<file path="src/rtl/phy_pkg.sv">
// Shared constants and types for the serial TX path.
// Holds the byte/FIFO sizes, the TX state encoding and the FIFO pointer helper.
package phy_pkg;

    localparam int BYTE_W     = 8;
    localparam int FIFO_DEPTH = 2;
    localparam int ENTRY_W    = BYTE_W + 1;
    localparam int CNT_W      = $clog2(FIFO_DEPTH + 1);
    localparam int PTR_W      = (FIFO_DEPTH > 1) ? $clog2(FIFO_DEPTH) : 1;

    typedef enum logic {
        IDLE = 1'b0,
        SEND = 1'b1
    } tx_state_t;

    function automatic logic [PTR_W-1:0] ptr_inc(input logic [PTR_W-1:0] p);
        return (p == PTR_W'(FIFO_DEPTH - 1)) ? '0 : p + 1'b1;
    endfunction

endpackage

</file>
<file path="src/rtl/phy_tx_byte_fifo.sv">
// Small byte FIFO feeding the serializer; each entry is {last, data}.
// Head is always visible; push into a full FIFO and pop from an empty one are ignored.
module phy_tx_byte_fifo
    import phy_pkg::*;
(
    input  logic               i_clk,
    input  logic               i_rst,
    input  logic               i_push,
    input  logic [ENTRY_W-1:0] i_data,
    input  logic               i_pop,
    output logic [ENTRY_W-1:0] o_head,
    output logic [CNT_W-1:0]   o_count
);

    logic [ENTRY_W-1:0] r_mem [FIFO_DEPTH];
    logic [PTR_W-1:0]   r_wr_ptr;
    logic [PTR_W-1:0]   r_rd_ptr;
    logic [CNT_W-1:0]   r_count;
    logic               w_push;
    logic               w_pop;

    assign w_push  = i_push && (r_count != CNT_W'(FIFO_DEPTH));
    assign w_pop   = i_pop && (r_count != '0);
    assign o_head  = r_mem[r_rd_ptr];
    assign o_count = r_count;

    always_ff @(posedge i_clk) begin
        if (i_rst) begin
            r_wr_ptr <= '0;
            r_rd_ptr <= '0;
            r_count  <= '0;
            for (int i = 0; i < FIFO_DEPTH; i++) begin
                r_mem[i] <= '0;
            end
        end else begin
            if (w_push) begin
                r_mem[r_wr_ptr] <= i_data;
                r_wr_ptr        <= ptr_inc(r_wr_ptr);
            end
            if (w_pop) begin
                r_rd_ptr <= ptr_inc(r_rd_ptr);
            end
            // Simultaneous push and pop leaves the count unchanged.
            case ({w_push, w_pop})
                2'b10:   r_count <= r_count + 1'b1;
                2'b01:   r_count <= r_count - 1'b1;
                default: r_count <= r_count;
            endcase
        end
    end

endmodule

</file>
<file path="src/rtl/phy_tx_serialize.sv">
// Byte-to-serial transmitter: MSB first, one bit per clock, back-to-back bytes
// without gaps, and a sticky underrun flag when a packet starves mid-stream.
//
// state | meaning
// IDLE  | line at IDLE_LEVEL, waiting for a byte in the FIFO
// SEND  | shifting a byte out, bit_cnt 0..7
module phy_tx_serialize
    import phy_pkg::*;
#(
    parameter logic IDLE_LEVEL = 1'b0
)
(
    input  logic        clk_160mhz,
    input  logic        reset,
    input  logic        in_valid,
    input  logic [7:0]  in_data,
    input  logic        in_last,
    output logic        in_ready,
    input  logic        clr_underrun,
    output logic        TX,
    output logic        busy,
    output logic        underrun
);

    tx_state_t          r_state;
    logic [BYTE_W-1:0]  r_shift;
    logic [2:0]         r_bit_cnt;
    logic               r_last;
    logic               r_tx;
    logic               r_busy;
    logic               r_underrun;

    logic [ENTRY_W-1:0] w_head;
    logic [CNT_W-1:0]   w_fifo_count;
    logic               w_fifo_empty;
    logic               w_push;
    logic               w_pop;

    assign in_ready     = (w_fifo_count != CNT_W'(FIFO_DEPTH));
    assign w_fifo_empty = (w_fifo_count == '0);
    assign w_push       = in_valid && in_ready;
    assign w_pop        = !w_fifo_empty &&
                          ((r_state == IDLE) || ((r_state == SEND) && (r_bit_cnt == 3'd7)));

    phy_tx_byte_fifo u_fifo (
        .i_clk   (clk_160mhz),
        .i_rst   (reset),
        .i_push  (w_push),
        .i_data  ({in_last, in_data}),
        .i_pop   (w_pop),
        .o_head  (w_head),
        .o_count (w_fifo_count)
    );

    always_ff @(posedge clk_160mhz) begin
        if (reset) begin
            r_state    <= IDLE;
            r_shift    <= '0;
            r_bit_cnt  <= '0;
            r_last     <= 1'b0;
            r_tx       <= IDLE_LEVEL;
            r_busy     <= 1'b0;
            r_underrun <= 1'b0;
        end else begin
            if (clr_underrun) begin
                r_underrun <= 1'b0;
            end
            case (r_state)
                IDLE: begin
                    r_tx   <= IDLE_LEVEL;
                    r_busy <= 1'b0;
                    if (w_pop) begin
                        r_shift   <= w_head[BYTE_W-1:0];
                        r_last    <= w_head[BYTE_W];
                        r_tx      <= w_head[BYTE_W-1];
                        r_bit_cnt <= '0;
                        r_busy    <= 1'b1;
                        r_state   <= SEND;
                    end
                end
                SEND: begin
                    if (r_bit_cnt != 3'd7) begin
                        r_shift   <= r_shift << 1;
                        r_tx      <= r_shift[BYTE_W-2];
                        r_bit_cnt <= r_bit_cnt + 1'b1;
                    end else if (w_pop) begin
                        r_shift   <= w_head[BYTE_W-1:0];
                        r_last    <= w_head[BYTE_W];
                        r_tx      <= w_head[BYTE_W-1];
                        r_bit_cnt <= r_bit_cnt + 1'b1;
                    end else begin
                        r_tx      <= IDLE_LEVEL;
                        r_busy    <= 1'b0;
                        r_bit_cnt <= '0;
                        r_state   <= IDLE;
                        // Placed after the clear so a same-edge set takes priority.
                        if (!r_last) begin
                            r_underrun <= 1'b1;
                        end
                    end
                end
                default: r_state <= IDLE;
            endcase
        end
    end

    assign TX       = r_tx;
    assign busy     = r_busy;
    assign underrun = r_underrun;

endmodule

</file>
<file path="config.mk">
export PLATFORM = sky130hd
export DESIGN_NAME = phy_tx_serialize
export DESIGN_NICKNAME = d
export VERILOG_FILES = /design/src/rtl/phy_pkg.sv /design/src/rtl/phy_tx_byte_fifo.sv /design/src/rtl/phy_tx_serialize.sv
export SDC_FILE = /design/constraint.sdc
export NUM_CORES = 1
export LEC_CHECK = 0
export CORE_ASPECT_RATIO = 1.5
export CORE_MARGIN = 10
export CORE_UTILIZATION = 32
export CTS_BUF_LIST = sky130_fd_sc_hd__clkbuf_2
export CTS_CLUSTER_SIZE = 30
export DETAILED_ROUTE_END_ITERATION = 16
export PLACE_DENSITY_LB_ADDON = 0.15
export SYNTH_ARGS = -nofsm -noshare
export SYNTH_HDL_FRONTEND = slang
export SYNTH_HIERARCHICAL = 1
export SYNTH_SLANG_ARGS = --single-unit
</file>
<file path="constraint.sdc">
create_clock -name clk_160mhz -period 5.2 [get_ports clk_160mhz]
set_clock_uncertainty 0.2 [all_clocks]
set_input_delay 0.52 -clock clk_160mhz [delete_from_list [all_inputs] [get_ports clk_160mhz]]
set_output_delay 0.52 -clock clk_160mhz [all_outputs]
set_load 0.01 [all_outputs]
</file>
==> results_dict.tcl, run 1 <==
set metrics [dict create \
    coreArea_um2 5125 \
    detailed_place_hpwl_um 2403 \
    clockRootBuffer "clkbuf_2" \
    yosys_warnings 6 \
    post_cts_setup_repair_buffer_count 0 \
    io_buf_count 16 \
    route.detailed.drc 0 \
    synth.yosys.seq_area_share_pct 56.08 \
    min-delay-path-class "register to register" \
    timing_hold_violations_final 0 \
    finalWirelength_um 3169 \
    syn-mean-instance-area_um2 10.90 \
    dp_cells 232 \
    starting_density_pct 32.74 \
    final_weighted_congestion_in_routability_driven_placement 0.6959 \
    antenna-diode-count 0 \
    largest_net_degree_at_the_start_of_global_routing 31 \
    drive_gt1_share_pct 13.37 \
    worstMarginPinSlew_ps 1056 \
    timing.fmax_ghz 0.4064 \
    number_of_antenna_violations_at_the_first_check_in_global_routing 0 \
    fin_tns_setup_ps 0 \
    hold_ws_ps 281.0 \
    finalNetCount 187 \
    timing.critical_path.to_type "output port" \
    postSynthRegisterBits 38 \
    die_span_in_y_um 108.7 \
    final_core_utilization_pct 38.01 \
    power.leakage_nw 0.7028 \
    final_worst_path_cycle_share_pct 47.33 \
    data_arrival_time_of_the_critical_path_ps 1740 \
    globalRouteTotalUtil_pct 8.051 \
    antenna_left 0 \
    drt_pass1_iterations 4 \
    number_of_global_route_vias_before_repair 1191 \
    mappedNetlistArea_um2 1678 \
    syn2layout_area_growth_pct 16.11 \
    postSynthCellCount 154 \
    crit_path_max_fanout 12 \
    cts-hold-fix-buffers 0 \
    htree_num_levels 2 \
    fin_total_pwr_mw 0.8930 \
    placed_cell_area_um2 1883 \
    post_cts_resized 0 \
    dp_slack_ps 2457 \
    vdd_ir_drop_max_v 0.0001495 \
    cts-root-to-sink-buffers 2 \
    clock_buffer_count_from_cts 5 \
    powerDensity_nw_per_um2 458.4 \
    grt-ovfl-total 0 \
    num_vias 1133 \
    cts.clk_slew.worst_paths_ps 180 \
    rsz_0062_raised_after_global_routing "no" \
    die_x_um 79.13 \
    synthDistinctLibCells 32 \
    finalSetupViolCount 0 \
    worst_slack_ps 2739 \
    post-route-min-period_ps 2461 \
    grt_pass1_wl_um 5409 \
    layout.cell_area.non_filler_um2 1948 \
    viasPerCell 4.721 \
    worstSkewPairLatency_ps 390 \
    finalMaxSlewViolations 0 \
    finalNonFillerCells 240 \
    num_io_pins 17 \
    startpoint_type "register" \
    detail_route.wl_per_cell_um 13.20 \
    max_transition_margin_pct 29.37 \
    clkSinkCount 38 \
    fillerInstances 553 \
    critical_path_class "register to output port" \
    critPathRequiredTime_ps 4480 \
    cts_tree "done" \
    cap_violations 0 \
    status "complete, no violations" \
    first_iter_violations 56 \
    synth.net_count 170 \
    std_cell_rows 32 \
    floorplan.die_area_um2 8600 \
]
==> critical path, stage by stage (launching register included) <==
cell	delay [ps]
dfxtp_1	600
or2b_1	280
clkdlybuf4s50_1	480
==> logic make-up after synthesis <==
logic type	Yosys count	synth area share (%)
AO/OA/AOI/OAI	27	10.44
buffers and inverters	7	2.610
AND/OR/NAND/NOR	66	20.43
XOR/XNOR	3	1.566
multiplexers	10	6.637
adder cells (fa/ha/maj)	3	2.237
flip-flops	38	56.08
==> path summary, 6_finish.rpt <==
kind	end	slack [ps]	cells after the start	from
max reg2reg	u_fifo/o_count[1]	2790	8	r_bit_cnt[0]
min reg2reg	TX	280	2	r_shift[6]
max	in_ready	2740	2	u_fifo/o_count[1]
min	TX	280	2	r_shift[6]
==> per-layer routing <==
metal | part of all wire, % | up-vias | routed length (µm) | track usage (%)
met4 | 1.9 | 0 | 60 | 3.470
met1 | 41 | 530 | 1314 | 8.087
li1 | - | 577 | - | -
met5 | 0 | - | 0 | 0
met2 | 53 | 21 | 1674 | 14.33
met3 | 3.8 | 5 | 120 | 3.213
==> registers in the layout, summed over array words and instances, names as in the netlist, named ones only <==
register,flops
u_fifo/o_count,2
r_state,1
u_fifo/r_rd_ptr,1
r_last,1
u_fifo/r_wr_ptr,1
r_shift,7
busy,1
u_fifo/r_mem,18
underrun,1
TX,1
r_bit_cnt,3
==> where the power goes <==
group / internal [mW] / total, mW / switching (mW)
Combinational: 0.123 / 0.263 / 0.141
Clock: 0.0798 / 0.176 / 0.0959
Sequential: 0.393 / 0.454 / 0.0608
Total: 0.596 / 0.893 / 0.297
==> cell usage in the layout (no fill, tap or decap) <==
| master | n |
|---|---|
| and2_1 | 1 |
| clkinv_2 | 2 |
| a311oi_1 | 6 |
| inv_1 | 1 |
| mux2i_1 | 1 |
| a21oi_1 | 8 |
| dfxtp_1 | 20 |
| nand2b_1 | 13 |
| bufinv_16 | 1 |
| o21a_1 | 2 |
| mux2_2 | 9 |
| nand3_1 | 3 |
| nand2b_4 | 1 |
| clkbuf_2 | 5 |
| or3_1 | 1 |
| a21oi_2 | 1 |
| xnor2_1 | 2 |
| nor2_1 | 28 |
| a21bo_2 | 1 |
| nor2_4 | 1 |
| nand3_2 | 1 |
| or2b_1 | 1 |
| nor3_2 | 1 |
| o21ai_0 | 8 |
| a211o_1 | 1 |
| ha_1 | 3 |
| nand3b_1 | 3 |
| clkdlybuf4s50_1 | 16 |
| edfxtp_1 | 18 |
| nand4b_1 | 1 |
| xor2_1 | 1 |
| and2b_1 | 1 |
| nand2_1 | 10 |
==> cells in the mapped netlist (all sizes together) <==
master	n	share of area [%]
xnor2	2	1.0
nor3	1	0.60
or2b	1	0.45
mux2i	1	0.60
a21oi	9	2.9
nand3b	3	1.3
o21a	2	0.89
ha	3	2.2
nand2	10	2.2
edfxtp	18	32
or3	1	0.37
a311oi	6	3.1
inv	1	0.22
clkbuf	2	0.45
mux2	9	6.0
xor2	1	0.52
nand2b	14	5.7
a21bo	1	0.60
nand3	4	1.5
o21ai	8	2.4
buf	4	1.9
nand4b	1	0.52
and2	1	0.37
nor2	29	6.9
and2b	1	0.45
a211o	1	0.52
dfxtp	20	24
==> cell type report <==
type | instances | area [µm²] | share of cell area [%]
Inverter | 1 | 3.754 | 0.1927
Sequential cell | 38 | 940.9 | 48.30
Tap cell | 68 | 85.08 | 4.367
Multi-Input combinational cell | 109 | 693.2 | 35.58
Timing Repair Buffer | 16 | 160.2 | 8.221
Clock buffer | 5 | 25.02 | 1.285
Clock inverter | 3 | 40.04 | 2.055
Power figures use the tool's default switching activity.
==> inputs of run 2 (changes only) <==
==> constraint.sdc (replaced) <==
create_clock -name clk_160mhz -period 2.45 [get_ports clk_160mhz]
set_clock_uncertainty 0.2 [all_clocks]
set_input_delay 0.245 -clock clk_160mhz [delete_from_list [all_inputs] [get_ports clk_160mhz]]
set_output_delay 0.245 -clock clk_160mhz [all_outputs]
set_load 0.01 [all_outputs]
==> results_dict.tcl, run 2 (synthesized netlist as in run 1, its figures left out) <==
set metrics [dict create \
    layout_common_cells "nor2_1 (28), dfxtp_1 (20), edfxtp_1 (18)" \
    dp_cells 238 \
    min-delay-path-class "register to register" \
    rsz_0062_raised_after_global_routing "no" \
    reg2reg_to "u_fifo/o_count[1]" \
    die_span_in_y_um 108.7 \
    final_worst_path_cycle_share_pct 95.77 \
    hold_path.startpoint "r_shift[6]" \
    antenna_left 0 \
    viasPerCell 4.752 \
    number_of_global_route_vias_before_repair 1230 \
    num_io_pins 17 \
    cp_slowest_cell "dfxtp_1" \
    worstSkewPairLatency_ps 390 \
    starting_density_pct 32.74 \
    coreArea_um2 5125 \
    std_cell_rows 32 \
    htree_num_levels 2 \
    cap_violations 0 \
    reg2reg_setup_slack_ps 100 \
    cts-root-to-sink-buffers 2 \
    largest-register "u_fifo/r_mem" \
    drt_pass1_iterations 4 \
    pwr-share-seq_pct 50.7 \
    slowest_delay_ps 370 \
    number_of_antenna_violations_at_the_first_check_in_global_routing 0 \
    floorplan.die_area_um2 8600 \
    largest_registers "u_fifo/r_mem (18), r_shift (7), r_bit_cnt (3)" \
    clock_buffer_count_from_cts 5 \
    data_arrival_time_of_the_critical_path_ps 2490 \
    dp_slack_ps 109.0 \
    detail_route.wl_per_cell_um 13.70 \
    clkSinkCount 38 \
    critical_path_class "register to register" \
    first_iter_violations 15 \
    largest_reg_flops 18 \
    largest_net_degree_at_the_start_of_global_routing 18 \
    grt-ovfl-total 0 \
    finalNetCount 193 \
    finalNonFillerCells 246 \
    finalWirelength_um 3371 \
    max_transition_margin_pct 65.84 \
    route.detailed.drc 0 \
    post_cts_resized 0 \
    io_buf_count 16 \
    cts-hold-fix-buffers 0 \
    worst_hold_path.num_cells 2 \
    drive_gt1_share_pct 15.73 \
    power.leakage_nw 0.7197 \
    r2r.worst_path.cells 8 \
    layout.cells.most_common "nor2_1" \
    post_cts_setup_repair_buffer_count 0 \
    timing_hold_violations_final 0 \
    num_vias 1169 \
    power_frac_comb_pct 34.1 \
    clockRootBuffer "clkbuf_2" \
    grt_pass1_wl_um 5595 \
    die_x_um 79.13 \
    cell_internal_pwr_mw 1.200 \
    startpoint_type "register" \
    vdd_ir_drop_max_v 0.0002861 \
    antenna-diode-count 0 \
    crit_path_max_fanout 4 \
    cts_tree "done" \
    worst_slack_ps 103.6 \
    crit-reg2reg-launch "r_bit_cnt[0]" \
    worstMarginPinSlew_ps 512.4 \
    fin_tns_setup_ps 0 \
    detailed_place_hpwl_um 2443 \
    status "complete, no violations" \
    swShare_pct 34.88 \
    timing.critical_path.to_type "register" \
    hold_path_end "TX" \
    crit_path_cell_trace "ha_1 -> ha_1 -> and2b_1 -> nor2_1 -> o21a_1 -> ha_1 -> or3_1 -> a21oi_1" \
    finalSetupViolCount 0 \
    globalRouteTotalUtil_pct 8.412 \
    share_of_power_burned_in_the_clock_network_pct 15.1 \
    finalMaxSlewViolations 0 \
    powerDensity_nw_per_um2 937.2 \
    critPathRequiredTime_ps 2600 \
    post-route-min-period_ps 2346 \
    timing.fmax_ghz 0.4262 \
    critical_path.most_common_cell "ha_1" \
    cts.clk_slew.worst_paths_ps 200 \
    power_switching_mw 0.6431 \
    final_weighted_congestion_in_routability_driven_placement 0.6985 \
    syn2layout_area_growth_pct 17.23 \
]
[run 2: layout make-up]
cell class | count | area, µm²
clock buffers | 7 | 35.03
flip-flops and latches | 38 | 940.9
multi-input cells | 109 | 693.2
clock inverters | 1 | 3.754
well taps | 68 | 85.08
repair buffers | 22 | 205.2
fillers | 571 | 3158
inverters | 1 | 3.754
[run 2: critical path, delay by kind of cell, from the launching register on]
family	cells	cell delay [ps]
AO/OA/AOI/OAI	2	300
flip-flops	1	370
AND/OR/NAND/NOR	3	700
adder cells (fa/ha/maj)	3	750
[run 2: per-stage QoR]
step	power (mW)	hold slack (ps)	area [µm²]	utilization (%)
detailed placement	1.589	254.2	1928	37.62
global route	1.977	265.7	1967	38.38
global placement	1.569	250.2	1928	37.62
floorplan	1.410	113.5	1678	-
finish	1.843	273.9	1967	38.38
CTS	1.869	260.7	1967	38.38
[run 2: layer usage]
metal	global-route usage [%]	wire length, µm	up-vias
met3	3.460	143	5
met4	4.627	49	0
li1	-	-	592
met1	8.006	1429	553
met5	0	0	-
met2	14.97	1749	19
[run 2: power groups by stage]
stage / logic [mW] / registers (mW) / clock network [mW]
floorplan: 0.477 / 0.933 / 0
detailed placement: 0.636 / 0.953 / 0
finish: 0.629 / 0.935 / 0.279
CTS: 0.639 / 0.937 / 0.292
global placement: 0.624 / 0.945 / 0
global route: 0.706 / 0.953 / 0.318
[run 2: how the worst max path moves through the flow]
stage                      start           endpoint
finish              r_bit_cnt[0]  u_fifo/o_count[1]
global route        r_bit_cnt[0]  u_fifo/o_count[1]
CTS                 r_bit_cnt[0]  u_fifo/o_count[1]
detailed placement  r_bit_cnt[0]  u_fifo/o_count[1]
global placement    r_bit_cnt[0]  u_fifo/o_count[1]
floorplan           r_bit_cnt[0]  u_fifo/o_count[1]
